==> config.mk <==
export PLATFORM = sky130hd
export DESIGN_NAME = reg_file_2r1w
export DESIGN_NICKNAME = d
export VERILOG_FILES = /design/src/rtl/reg_file_2r1w.sv
export SDC_FILE = /design/constraint.sdc
export NUM_CORES = 1
export LEC_CHECK = 0
export BUFFER_PORTS_ARGS = -buffer_cell sky130_fd_sc_hd__buf_2
export CAP_MARGIN = 0
export CORE_UTILIZATION = 50
export CTS_CLUSTER_SIZE = 14
export DETAILED_ROUTE_END_ITERATION = 12
export PLACE_DENSITY = 0.79
export SYNTH_ARGS = -nofsm -noshare
export SYNTH_HDL_FRONTEND = slang
export SYNTH_SLANG_ARGS = --single-unit
==> constraint.sdc <==
create_clock -name clk -period 4.5 [get_ports clk]
set_input_delay 0.675 -clock clk [delete_from_list [all_inputs] [get_ports clk]]
set_output_delay 0.675 -clock clk [all_outputs]
set_load 0.02 [all_outputs]
==> src/rtl/reg_file_2r1w.sv <==
// reg_file_2r1w: 2-read/1-write register file with registered reads and a multi-cycle bulk clear.
//   clk      rising-edge clock
//   rst      asynchronous active-high reset
//   we       write enable; waddr/wdata give the target entry and value
//   ren_a    read enable A; raddr_a selects the entry, rdata_a is the registered result
//   ren_b    read enable B; raddr_b selects the entry, rdata_b is the registered result
//   clr_req  starts a bulk clear when idle
//   busy     high while the bulk clear walks through the entries
module reg_file_2r1w #(
    parameter int DATA_W  = 8,
    parameter int ADDR_W  = 3,
    parameter bit ZERO_R0 = 1'b0
) (
    input  logic              clk,
    input  logic              rst,
    input  logic              we,
    input  logic [ADDR_W-1:0] waddr,
    input  logic [DATA_W-1:0] wdata,
    input  logic              ren_a,
    input  logic [ADDR_W-1:0] raddr_a,
    output logic [DATA_W-1:0] rdata_a,
    input  logic              ren_b,
    input  logic [ADDR_W-1:0] raddr_b,
    output logic [DATA_W-1:0] rdata_b,
    input  logic              clr_req,
    output logic              busy
);
    localparam int DEPTH = 2 ** ADDR_W;
    typedef enum logic {IDLE, CLEAR} state_t;
    state_t            state;
    logic [ADDR_W-1:0] ptr;
    logic [DATA_W-1:0] mem [DEPTH];
    logic              wr_ok;
    logic [DATA_W-1:0] nxt_a, nxt_b;
    assign busy  = (state == CLEAR);
    // Writes to entry 0 are discarded when it is hardwired to zero, so it never leaves 0.
    assign wr_ok = we && !busy && !(ZERO_R0 && waddr == '0);
    // Write-first bypass: an accepted write to the read address is forwarded.
    always_comb begin
        nxt_a = busy ? '0 : (wr_ok && waddr == raddr_a) ? wdata : (ZERO_R0 && raddr_a == '0) ? '0 : mem[raddr_a];
        nxt_b = busy ? '0 : (wr_ok && waddr == raddr_b) ? wdata : (ZERO_R0 && raddr_b == '0) ? '0 : mem[raddr_b];
    end
    always_ff @(posedge clk or posedge rst) begin
        if (rst) begin
            state   <= IDLE;
            ptr     <= '0;
            rdata_a <= '0;
            rdata_b <= '0;
            for (int i = 0; i < DEPTH; i++) mem[i] <= '0;
        end else begin
            if (ren_a) rdata_a <= nxt_a;
            if (ren_b) rdata_b <= nxt_b;
            // wr_ok is low during CLEAR, so the clear and a write never target the array together.
            if (busy) mem[ptr] <= '0;
            else if (wr_ok) mem[waddr] <= wdata;
            case (state)
                IDLE: if (clr_req) begin
                    state <= CLEAR;
                    ptr   <= '0;
                end
                CLEAR: begin
                    ptr <= ptr + 1'b1;
                    if (ptr == ADDR_W'(DEPTH - 1)) state <= IDLE;
                end
                default: state <= IDLE;
            endcase
        end
    end
endmodule

==> reports/qor.json <==
{
  "result_of_the_run": "complete, no violations",
  "power.switching_uw": 774.7,
  "top_level_ports": 40,
  "ff2ff_setup_slack_ns": 2.36,
  "drtIter0Drc": 244,
  "synth_warnings": 0,
  "timing.setup.tns_ns": 0,
  "drcViolationCount": 0,
  "die_h_um": 96.02,
  "async_reset_ff_share_pct": 100.0,
  "start_util_pct": 52.72,
  "max_cap_violations": 0,
  "first_global_vias": 3181,
  "timing.reg2reg.worst_path_depth": 3,
  "worstPathArrival_ns": 2.44,
  "synth_area_sq_um": 4419,
  "cts_tree": "built",
  "intPower_mw": 1.450,
  "viasPerCell": 6.753,
  "drt.antenna.violating_nets": 0,
  "fp.coreArea_sq_um": 8382,
  "wire_per_inst_um": 22.36,
  "grt_use_total_pct": 24.77,
  "pwr_density_cell_nw_per_um2": 464.4,
  "layout-drive-gt1-share_pct": 27.48,
  "power.switching_fraction_pct": 34.82,
  "cp_data_required_time_ns": 4.80,
  "fmax_mhz": 467.3,
  "num_rows": 33,
  "area_delta_synth_final_pct": 8.409,
  "number_of_input_and_output_port_buffers_inserted": 39,
  "vias": 3093,
  "setup_viol": 0,
  "routabilityCongestion": 0.8071,
  "seq_power_share_pct": 49.1,
  "tightest_slew_ns": 0.9800,
  "layout.cell_area.non_filler_sq_um": 4791,
  "worstSkewPairLatency_ns": 0.37,
  "ys_seq_area_share_pct": 47.57,
  "number_of_distinct_library_cell_variants_in_the_gate_level_netlist_after_synthesis": 40,
  "place.detailed.hpwl_um": 7315,
  "slew_headroom_pct": 34.16,
  "insertedDiodeCount": 0,
  "final_min_period_over_clock_period_pct": 47.55,
  "gr-total-overflow": 0,
  "clk_path_buf_depth": 2,
  "min_period_ns": 2.140,
  "critical_path_class": "register to register",
  "rsz0062_at_grt": "no",
  "cts_repair_resizes": 0,
  "power.leakage_nw": 2.197,
  "drt_wl_total_um": 10240,
  "timing.critical_path.to_type": "register",
  "rr_startpoint": "busy$_DFF_PP0_",
  "drt_pre_antenna_iters": 4,
  "number_of_flops_mapped_to_enable_cells_by_yosys": 0,
  "clk_transition_reported_paths_ns": 0.09,
  "worst_clock_skew_ns": 0.007480,
  "cts_hold_repair.buffers": 0,
  "grt_max_degree": 59,
  "clock_sinks": 84,
  "comb_power_share_pct": 28.7,
  "timing.critical_path.from_type": "register",
  "syn-mean-instance-area_sq_um": 13.68,
  "cts_root_buffer": "sky130_fd_sc_hd__clkbuf_8",
  "irDropWorstVdd_v": 0.0001959,
  "cts-htree-levels": 3,
  "fp.dieW_um": 96.02,
  "ys_ff_latch": 84,
  "grt_first_pass_wirelength_um": 16720,
  "die_area_sq_um": 9219,
  "critical_path_peak_fanout": 24,
  "worst_r2r_endpoint": "mem[43]$_DFFE_PP0P_",
  "final-max-slew-violation-count": 0,
  "fill_cells": 689,
  "cts_buffers": 9,
  "synth_top_flop_cell": "sky130_fd_sc_hd__dfrtp_1",
  "timing.final.hold_violations": 0,
  "timing.hold.worst.class": "primary input to asynchronous set/reset pin",
  "placedInstanceArea_sq_um": 4616,
  "mappedNetlistNets": 348,
  "synth_cells": 323,
  "postCtsSetupBuffers": 0,
  "grt_antenna_before_repair": 0,
  "final_nets": 373,
  "power_frac_clock_pct": 22.1
}
flip-flops by register name, indices dropped and copies added (netlist names):
name,cells
rdata_a,8
busy,1
ptr,3
rdata_b,8
mem,64
synth_stat cells (2+ instances only):
cell type	n	area share, %
sky130_fd_sc_hd__a32oi_1	2	0.40
sky130_fd_sc_hd__xor2_1	5	0.99
sky130_fd_sc_hd__nand2_1	3	0.25
sky130_fd_sc_hd__clkbuf_1	4	0.34
sky130_fd_sc_hd__mux4_2	32	16
sky130_fd_sc_hd__buf_1	10	0.85
sky130_fd_sc_hd__and4b_1	3	0.68
sky130_fd_sc_hd__inv_1	11	0.93
sky130_fd_sc_hd__nor2_1	9	0.76
sky130_fd_sc_hd__nand2b_1	18	2.5
sky130_fd_sc_hd__nor2b_1	3	0.42
sky130_fd_sc_hd__o221ai_1	15	3.0
sky130_fd_sc_hd__buf_4	3	0.51
sky130_fd_sc_hd__ha_1	2	0.57
sky130_fd_sc_hd__a22o_1	64	13
sky130_fd_sc_hd__a21oi_1	7	0.79
sky130_fd_sc_hd__nor4bb_1	2	0.45
sky130_fd_sc_hd__dfrtp_1	84	48
sky130_fd_sc_hd__mux2i_1	16	3.6
sky130_fd_sc_hd__nand3b_1	3	0.51
sky130_fd_sc_hd__buf_2	6	0.68
sky130_fd_sc_hd__buf_6	3	0.76
layout by cell type (no fill, tap or decap), types with 5 or more instances in the layout:
cell	netlist	routed
sky130_fd_sc_hd__mux2i_1	16	16
sky130_fd_sc_hd__nor2_1	9	9
sky130_fd_sc_hd__mux4_2	32	32
sky130_fd_sc_hd__inv_1	11	10
sky130_fd_sc_hd__dfrtp_1	84	84
sky130_fd_sc_hd__xor2_1	5	5
sky130_fd_sc_hd__nand2b_1	18	18
sky130_fd_sc_hd__buf_2	6	39
sky130_fd_sc_hd__clkbuf_8	0	9
sky130_fd_sc_hd__a22o_1	64	64
sky130_fd_sc_hd__a21oi_1	7	7
sky130_fd_sc_hd__o221ai_1	15	15
how the worst max path moves through the flow:
| stage | from | endpoint | cells after the start |
|---|---|---|---|
| 2_1_floorplan | rst | busy$_DFF_PP0_ | 1 |
| 3_3_place_gp | raddr_b[0] | rdata_b[0]$_DFFE_PP0P_ | 4 |
| 3_5_place_dp | raddr_b[0] | rdata_b[7]$_DFFE_PP0P_ | 4 |
| 4_1_cts | busy$_DFF_PP0_ | mem[49]$_DFFE_PP0P_ | 3 |
| 5_1_grt | busy$_DFF_PP0_ | mem[49]$_DFFE_PP0P_ | 3 |
| 6_report | busy$_DFF_PP0_ | mem[43]$_DFFE_PP0P_ | 3 |
routing by layer:
metal / vias up / global-route usage [%] / routed length (um)
met5: - / 0 / 0
met4: 0 / 8.458 / 113
met3: 9 / 6.635 / 765
met2: 152 / 37.83 / 4833
met1: 1594 / 34.41 / 4527
li1: 1338 / - / -
final cells by class:
class / count / area (sq um) / share of cell area, %
Multi-Input combinational cell: 202 / 2137 / 44.61
Sequential cell: 84 / 2102 / 43.88
Timing Repair Buffer: 40 / 202.7 / 4.231
Tap cell: 105 / 131.4 / 2.742
Clock buffer: 9 / 123.9 / 2.586
Clock inverter: 7 / 51.30 / 1.071
Inverter: 11 / 42.54 / 0.8880
metrics by stage:
| stage | power (mW) | setup slack (ns) | hold slack, ns | cells | utilization (%) |
|---|---|---|---|---|---|
| floorplan | 1.553 | 1.660 | 0.4772 | 323 | - |
| global placement | 1.697 | 2.127 | 0.4771 | 442 | 55.07 |
| detailed placement | 1.737 | 2.017 | 0.4798 | 442 | 55.07 |
| CTS | 2.224 | 2.350 | 0.5067 | 458 | 57.16 |
| global route | 2.337 | 2.151 | 0.5091 | 458 | 57.16 |
| finish | 2.225 | 2.360 | 0.4875 | 458 | 57.16 |
kinds of logic (layout without fill, tap and decap cells):
group,Yosys count,after routing,share of synthesized area (%)
flip-flops,84,84,47.57
XOR/XNOR,6,6,1.359
adder cells (fa/ha/maj),2,2,0.5662
buffers and inverters,37,67,4.077
AO/OA/AOI/OAI,93,93,18.46
multiplexers,49,49,20.19
AND/OR/NAND/NOR,52,52,7.786
power by group through the flow:
stage	sequential, mW	clock [mW]	combinational (mW)
floorplan	1.05	0	0.503
CTS	1.09	0.496	0.642
detailed placement	1.10	0	0.640
finish	1.09	0.493	0.639
global route	1.12	0.525	0.697
global placement	1.08	0	0.614
worst max-delay path: stages (launching register included):
cell	delay [ns]
sky130_fd_sc_hd__dfrtp_1	0.61
sky130_fd_sc_hd__or3b_2	0.63
sky130_fd_sc_hd__nor2_1	0.59
sky130_fd_sc_hd__a22o_1	0.25
No activity file was read; power rests on OpenSTA's default activity.
